### src/rtl/cse_x25_axilite_rr_arbiter.sv
// Round-robin arbiter that shares one AXI-Lite slave among num_req_p simple requesters,
// with one transaction in flight and the response routed back to the granted requester.
module cse_x25_axilite_rr_arbiter #(
    parameter int num_req_p        = 2,
    parameter int axi_addr_width_p = 32,
    parameter int axi_data_width_p = 32,
    parameter int lg_num_req_lp    = $clog2(num_req_p)
) (
    input  logic                                  clk_i,
    input  logic                                  reset_i,
    input  logic [num_req_p-1:0]                  req_v_i,
    input  logic [num_req_p-1:0]                  req_we_i,
    input  logic [num_req_p*axi_addr_width_p-1:0] req_addr_i,
    input  logic [num_req_p*axi_data_width_p-1:0] req_data_i,
    output logic [num_req_p-1:0]                  req_ready_o,
    output logic [num_req_p-1:0]                  resp_v_o,
    output logic [axi_data_width_p-1:0]           resp_data_o,
    output logic                                  resp_err_o,
    input  logic [num_req_p-1:0]                  resp_ready_i,
    output logic [axi_addr_width_p-1:0]           m_axi_awaddr_o,
    output logic                                  m_axi_awvalid_o,
    input  logic                                  m_axi_awready_i,
    output logic [axi_data_width_p-1:0]           m_axi_wdata_o,
    output logic                                  m_axi_wvalid_o,
    input  logic                                  m_axi_wready_i,
    input  logic [1:0]                            m_axi_bresp_i,
    input  logic                                  m_axi_bvalid_i,
    output logic                                  m_axi_bready_o,
    output logic [axi_addr_width_p-1:0]           m_axi_araddr_o,
    output logic                                  m_axi_arvalid_o,
    input  logic                                  m_axi_arready_i,
    input  logic [axi_data_width_p-1:0]           m_axi_rdata_i,
    input  logic [1:0]                            m_axi_rresp_i,
    input  logic                                  m_axi_rvalid_i,
    output logic                                  m_axi_rready_o
);

    typedef enum logic [2:0] {
        IDLE, WR_ADDR_DATA, WR_RESP, RD_ADDR, RD_DATA, RESP
    } state_e;

    state_e                      state;
    logic [lg_num_req_lp-1:0]    last_r, grant_r, winner;
    logic                        found;
    logic [axi_addr_width_p-1:0] addr_r;
    logic [axi_data_width_p-1:0] data_r;
    logic                        aw_done_r, w_done_r;
    logic                        aw_hs, w_hs;
    logic [num_req_p-1:0]        resp_v_r;
    logic [axi_data_width_p-1:0] resp_data_r;
    logic                        resp_err_r;
    logic [num_req_p-1:0]        one_hot_base;

    assign one_hot_base = {{(num_req_p-1){1'b0}}, 1'b1};

    // Scan starts just after the last winner, so each requester waits at most N-1 grants.
    always_comb begin
        int unsigned idx;
        idx    = 0;
        winner = last_r;
        found  = 1'b0;
        for (int unsigned k = 1; k <= num_req_p; k++) begin
            idx = (32'(last_r) + k) % 32'(num_req_p);
            if (!found && req_v_i[idx]) begin
                winner = lg_num_req_lp'(idx);
                found  = 1'b1;
            end
        end
    end

    assign req_ready_o = (state == IDLE && found) ? (one_hot_base << winner) : '0;

    assign m_axi_awvalid_o = (state == WR_ADDR_DATA) && !aw_done_r;
    assign m_axi_wvalid_o  = (state == WR_ADDR_DATA) && !w_done_r;
    assign m_axi_awaddr_o  = (state == WR_ADDR_DATA) ? addr_r : '0;
    assign m_axi_wdata_o   = (state == WR_ADDR_DATA) ? data_r : '0;
    assign m_axi_bready_o  = (state == WR_RESP);
    assign m_axi_arvalid_o = (state == RD_ADDR);
    assign m_axi_araddr_o  = (state == RD_ADDR) ? addr_r : '0;
    assign m_axi_rready_o  = (state == RD_DATA);

    assign aw_hs = m_axi_awvalid_o && m_axi_awready_i;
    assign w_hs  = m_axi_wvalid_o && m_axi_wready_i;

    assign resp_v_o    = resp_v_r;
    assign resp_data_o = resp_data_r;
    assign resp_err_o  = resp_err_r;

    always_ff @(posedge clk_i) begin
        if (reset_i) begin
            state       <= IDLE;
            last_r      <= lg_num_req_lp'(num_req_p - 1);
            grant_r     <= '0;
            addr_r      <= '0;
            data_r      <= '0;
            aw_done_r   <= 1'b0;
            w_done_r    <= 1'b0;
            resp_v_r    <= '0;
            resp_data_r <= '0;
            resp_err_r  <= 1'b0;
        end else begin
            case (state)
                IDLE: begin
                    if (found) begin
                        grant_r   <= winner;
                        last_r    <= winner;
                        addr_r    <= req_addr_i[winner*axi_addr_width_p +: axi_addr_width_p];
                        data_r    <= req_data_i[winner*axi_data_width_p +: axi_data_width_p];
                        aw_done_r <= 1'b0;
                        w_done_r  <= 1'b0;
                        state     <= req_we_i[winner] ? WR_ADDR_DATA : RD_ADDR;
                    end
                end
                WR_ADDR_DATA: begin
                    // AW and W complete independently; leave once both have (same cycle included).
                    if (aw_hs) aw_done_r <= 1'b1;
                    if (w_hs)  w_done_r  <= 1'b1;
                    if ((aw_done_r || aw_hs) && (w_done_r || w_hs)) state <= WR_RESP;
                end
                WR_RESP: begin
                    if (m_axi_bvalid_i) begin
                        resp_err_r  <= (m_axi_bresp_i != 2'b00);
                        resp_data_r <= '0;
                        resp_v_r    <= one_hot_base << grant_r;
                        state       <= RESP;
                    end
                end
                RD_ADDR: begin
                    if (m_axi_arready_i) state <= RD_DATA;
                end
                RD_DATA: begin
                    if (m_axi_rvalid_i) begin
                        resp_err_r  <= (m_axi_rresp_i != 2'b00);
                        resp_data_r <= m_axi_rdata_i;
                        resp_v_r    <= one_hot_base << grant_r;
                        state       <= RESP;
                    end
                end
                RESP: begin
                    if (resp_ready_i[grant_r]) begin
                        resp_v_r <= '0;
                        state    <= IDLE;
                    end
                end
                default: state <= IDLE;
            endcase
        end
    end

endmodule
### config.mk
export PLATFORM = sky130hd
export DESIGN_NAME = cse_x25_axilite_rr_arbiter
export DESIGN_NICKNAME = d
export VERILOG_FILES = /design/src/rtl/cse_x25_axilite_rr_arbiter.sv
export SDC_FILE = /design/constraint.sdc
export NUM_CORES = 1
export LEC_CHECK = 0
export ABC_AREA = 1
export CAP_MARGIN = 30
export CORE_ASPECT_RATIO = 1.2
export CORE_MARGIN = 2
export CORE_UTILIZATION = 36
export CTS_BUF_LIST = sky130_fd_sc_hd__clkbuf_16
export CTS_CLUSTER_SIZE = 8
export DETAILED_ROUTE_END_ITERATION = 12
export GPL_ROUTABILITY_DRIVEN = 0
export GPL_TIMING_DRIVEN = 0
export MAX_ROUTING_LAYER = met4
export PLACE_DENSITY = 0.79
export SKIP_LAST_GASP = 1
export SLEW_MARGIN = 40
export SYNTH_ARGS = -nofsm -noshare
export SYNTH_HDL_FRONTEND = slang
export SYNTH_SLANG_ARGS = --single-unit
### constraint.sdc
create_clock -name clk_i -period 1.5 [get_ports clk_i]
set_input_delay 0.375 -clock clk_i [delete_from_list [all_inputs] [get_ports clk_i]]
set_output_delay 0.375 -clock clk_i [all_outputs]
set_load 0.005 [all_outputs]
==> qor.txt <==
post-synthesis cell area = 5710 µm²
vias post-DR = 7106
status = finished with violations
clk sinks = 106
total die area = 16900 µm²
routed len/inst = 18.1 µm
clock transition at the registers of the reported paths = 0.08 ns
failing checks = setup timing
number of synthesized flops with an enable pin = 0
CP startpoint kind = flop
combinational cell fraction of total power = 64.2%
sum of negative setup slack = -65.46 ns
total CTS buffers = 9
Clk pwr share = 14.4%
Internal Dissipation = 0.0108 W
Sw Pwr = 0.00761 W
Overflow after GRT = 0
CTS tree = built
period utilization = 140%
switching share of power = 41.4%
Max Clock Skew = 0.00626 ns
syn_area_per_cell = 6.79 µm²
Die Wd = 119 µm
Setup WS post-layout = -0.597 ns
Peak supply drop = 899 µV
worst hold path type = reg -> reg
share of cells above drive strength 1 = 40.9%
post-synthesis net count = 1018
Place WS = -1.14 ns
Syn. warnings = 0
pin count of the biggest net entering global routing = 19
clk_lat worst skew = 0.35 ns
Synth area leaders = dfxtp_1, nand2_1, nor2_1
multi-input logic area = 3600 µm²
Port Buffers = 314
Critical Path RT = 1.12 ns
RSZ-0062 raised after global routing = true
Static Leak = 5.33 nW
Synth async-reset ratio = 0%
Final setup viols = 205
Core Footprint = 15600 µm²
total wire length = 26700 µm
vias per cell = 4.83
initial antenna violation count = 1
Synth-to-Final Area Change = 98.0%
Main synth FF type = dfxtp_1
Worst EP arrival = 1.72 ns
reg2reg end = state[2]
post-synth top area cell = dfxtp_1
Power per Cell Area = 1630 nW/µm²
root buf cell = clkbuf_16
DRC errors left = 0
H-tree levels = 3
max-cap viol count = 0
R2R depth = 14
Slew @ Worst Pin = 0.651 ns
DPL Wire Length = 16700 µm
cell count after synthesis = 841
CP Max Fanout = 5
fmax = 477 MHz
first-pass GRT wire length = 36400 µm
post-route minimum period = 2.10 ns
register area share after synthesis = 37.2%
Synth cell types = 31
reg2reg setup slack = -0.59 ns
DRT Pass-1 Iters = 4
Die H = 142 µm
CTS Hold Bufs = 0
most instantiated cells after synthesis = nand2_1, nor2_1, dfxtp_1, inv_1, a21oi_1
Final ANT Viol Nets = 0
CP Class = reg -> out
Slew Limit Headroom = 56.6%
vias in the first global route = 6830
CP startpoint = state[1]
crit path capture type = output port
CP Capture Point = m_axi_awaddr_o[19]
Reg power frac = 21.3%
Max Slew Vio Count = 0
DRT iter0 DRCs = 441
Max clock buf depth = 2
Final Hold Vio Count = 0
register area = 2150 µm²
# rows = 50
io pins = 315
post-synth top area share = 37.2%
Tot GR Track Use = 28.8%
initial core utilization = 36.6%
flops & latches, synth = 106
nets = 1434
r2r startpoint = state[2]
fill count = 1161
count leader, synth = nand2_1
[power by group through the flow]
stage	clock network (W)	logic, W	registers [W]
after CTS	0.00267	0.00887	0.00386
final	0.00265	0.0118	0.00392
after global routing	0.00281	0.0125	0.00398
after detailed placement	0	0.00678	0.00391
after global placement	0	0.00667	0.00389
after floorplan	0	0.00421	0.00386
[cells in the final DEF (no fill, tap or decap), types with 40 or more instances in the layout]
cell type / netlist / layout
nand2_1: 253 / 232
clkdlybuf4s50_1: 0 / 173
buf_2: 13 / 91
dfxtp_1: 106 / 88
inv_1: 82 / 77
nor2_4: 4 / 58
a21oi_2: 42 / 57
buf_4: 8 / 51
nor2_1: 133 / 50
buf_6: 9 / 40
[worst max-delay path, stage by stage, from the launching register on]
cell and delay, ns:
dfxtp_4 0.36, buf_6 0.13, nor2_4 0.18, clkinv_4 0.13
clkbuf_16 0.19, buf_8 0.13, nor2_4 0.12, buf_2 0.12
[final cells by class]
cell class                      count  area share, %
Timing Repair Buffer              404           34.7
Multi-Input combinational cell    593           31.8
Sequential cell                   106           19.0
Buffer                             51           5.71
Inverter                           92           3.48
Tap cell                          208           2.30
Clock buffer                        9           1.99
Clock inverter                      7          0.886
Antenna cell                        1         0.0221
[routing by layer]
layer	part of all wire [%]	vias up	GRT usage, %	routed length (µm)
met3	6.1	75	6.09	1620
met5	0	-	-	0
met4	4.0	0	12.1	1080
li1	-	3433	-	-
met1	38	3293	31.7	10000
met2	52	305	50.4	13900
[through the flow]
step / total power (W) / util, % / hold WS [ns] / instance area (µm²) / cells
finish: 0.0184 / 72.5 / 0.455 / 11300 / 1471
CTS: 0.0154 / 65.0 / 0.465 / 10100 / 1438
floorplan: 0.00808 / - / 0.440 / 5710 / 841
global placement: 0.0106 / 58.5 / 0.446 / 9110 / 1363
global route: 0.0193 / 72.5 / 0.472 / 11300 / 1471
detailed placement: 0.0107 / 58.5 / 0.452 / 9110 / 1363
[worst min path at each step]
stage                               start               to  slack [ns]  depth (start not counted)
after floorplan                data_r[14]       data_r[14]        0.44                          2
after global placement    resp_data_o[31]  resp_data_o[31]        0.45                          2
after detailed placement  resp_data_o[31]  resp_data_o[31]        0.45                          2
after CTS                 resp_data_o[23]  resp_data_o[23]        0.46                          2
after global routing      resp_data_o[15]  resp_data_o[15]        0.47                          2
final                     resp_data_o[15]  resp_data_o[15]        0.45                          2
[sequential cells by signal, summed over array words and instances (netlist names)]
register and cells:
data_r 32, aw_done_r 1, resp_err_o 1, resp_data_o 32
grant_r 1, addr_r 32, w_done_r 1, resp_v_o 2
state 3, last_r 1
[cells by family after synthesis]
kind of cell           after synthesis  synth area share [%]
flip-flops                         106                  37.2
AO/OA/AOI/OAI                      124                  15.0
buffers and inverters              143                  12.3
AND/OR/NAND/NOR                    468                  35.6
[repair_timing]
item / in CTS / in global routing
gates cloned: 6 / 12
buffers inserted: 53 / 25
pin swaps: 15 / 27
endpoints found under the setup margin: 230 / 242
resized for setup: 498 / 334
Power figures use the tool's default switching activity.
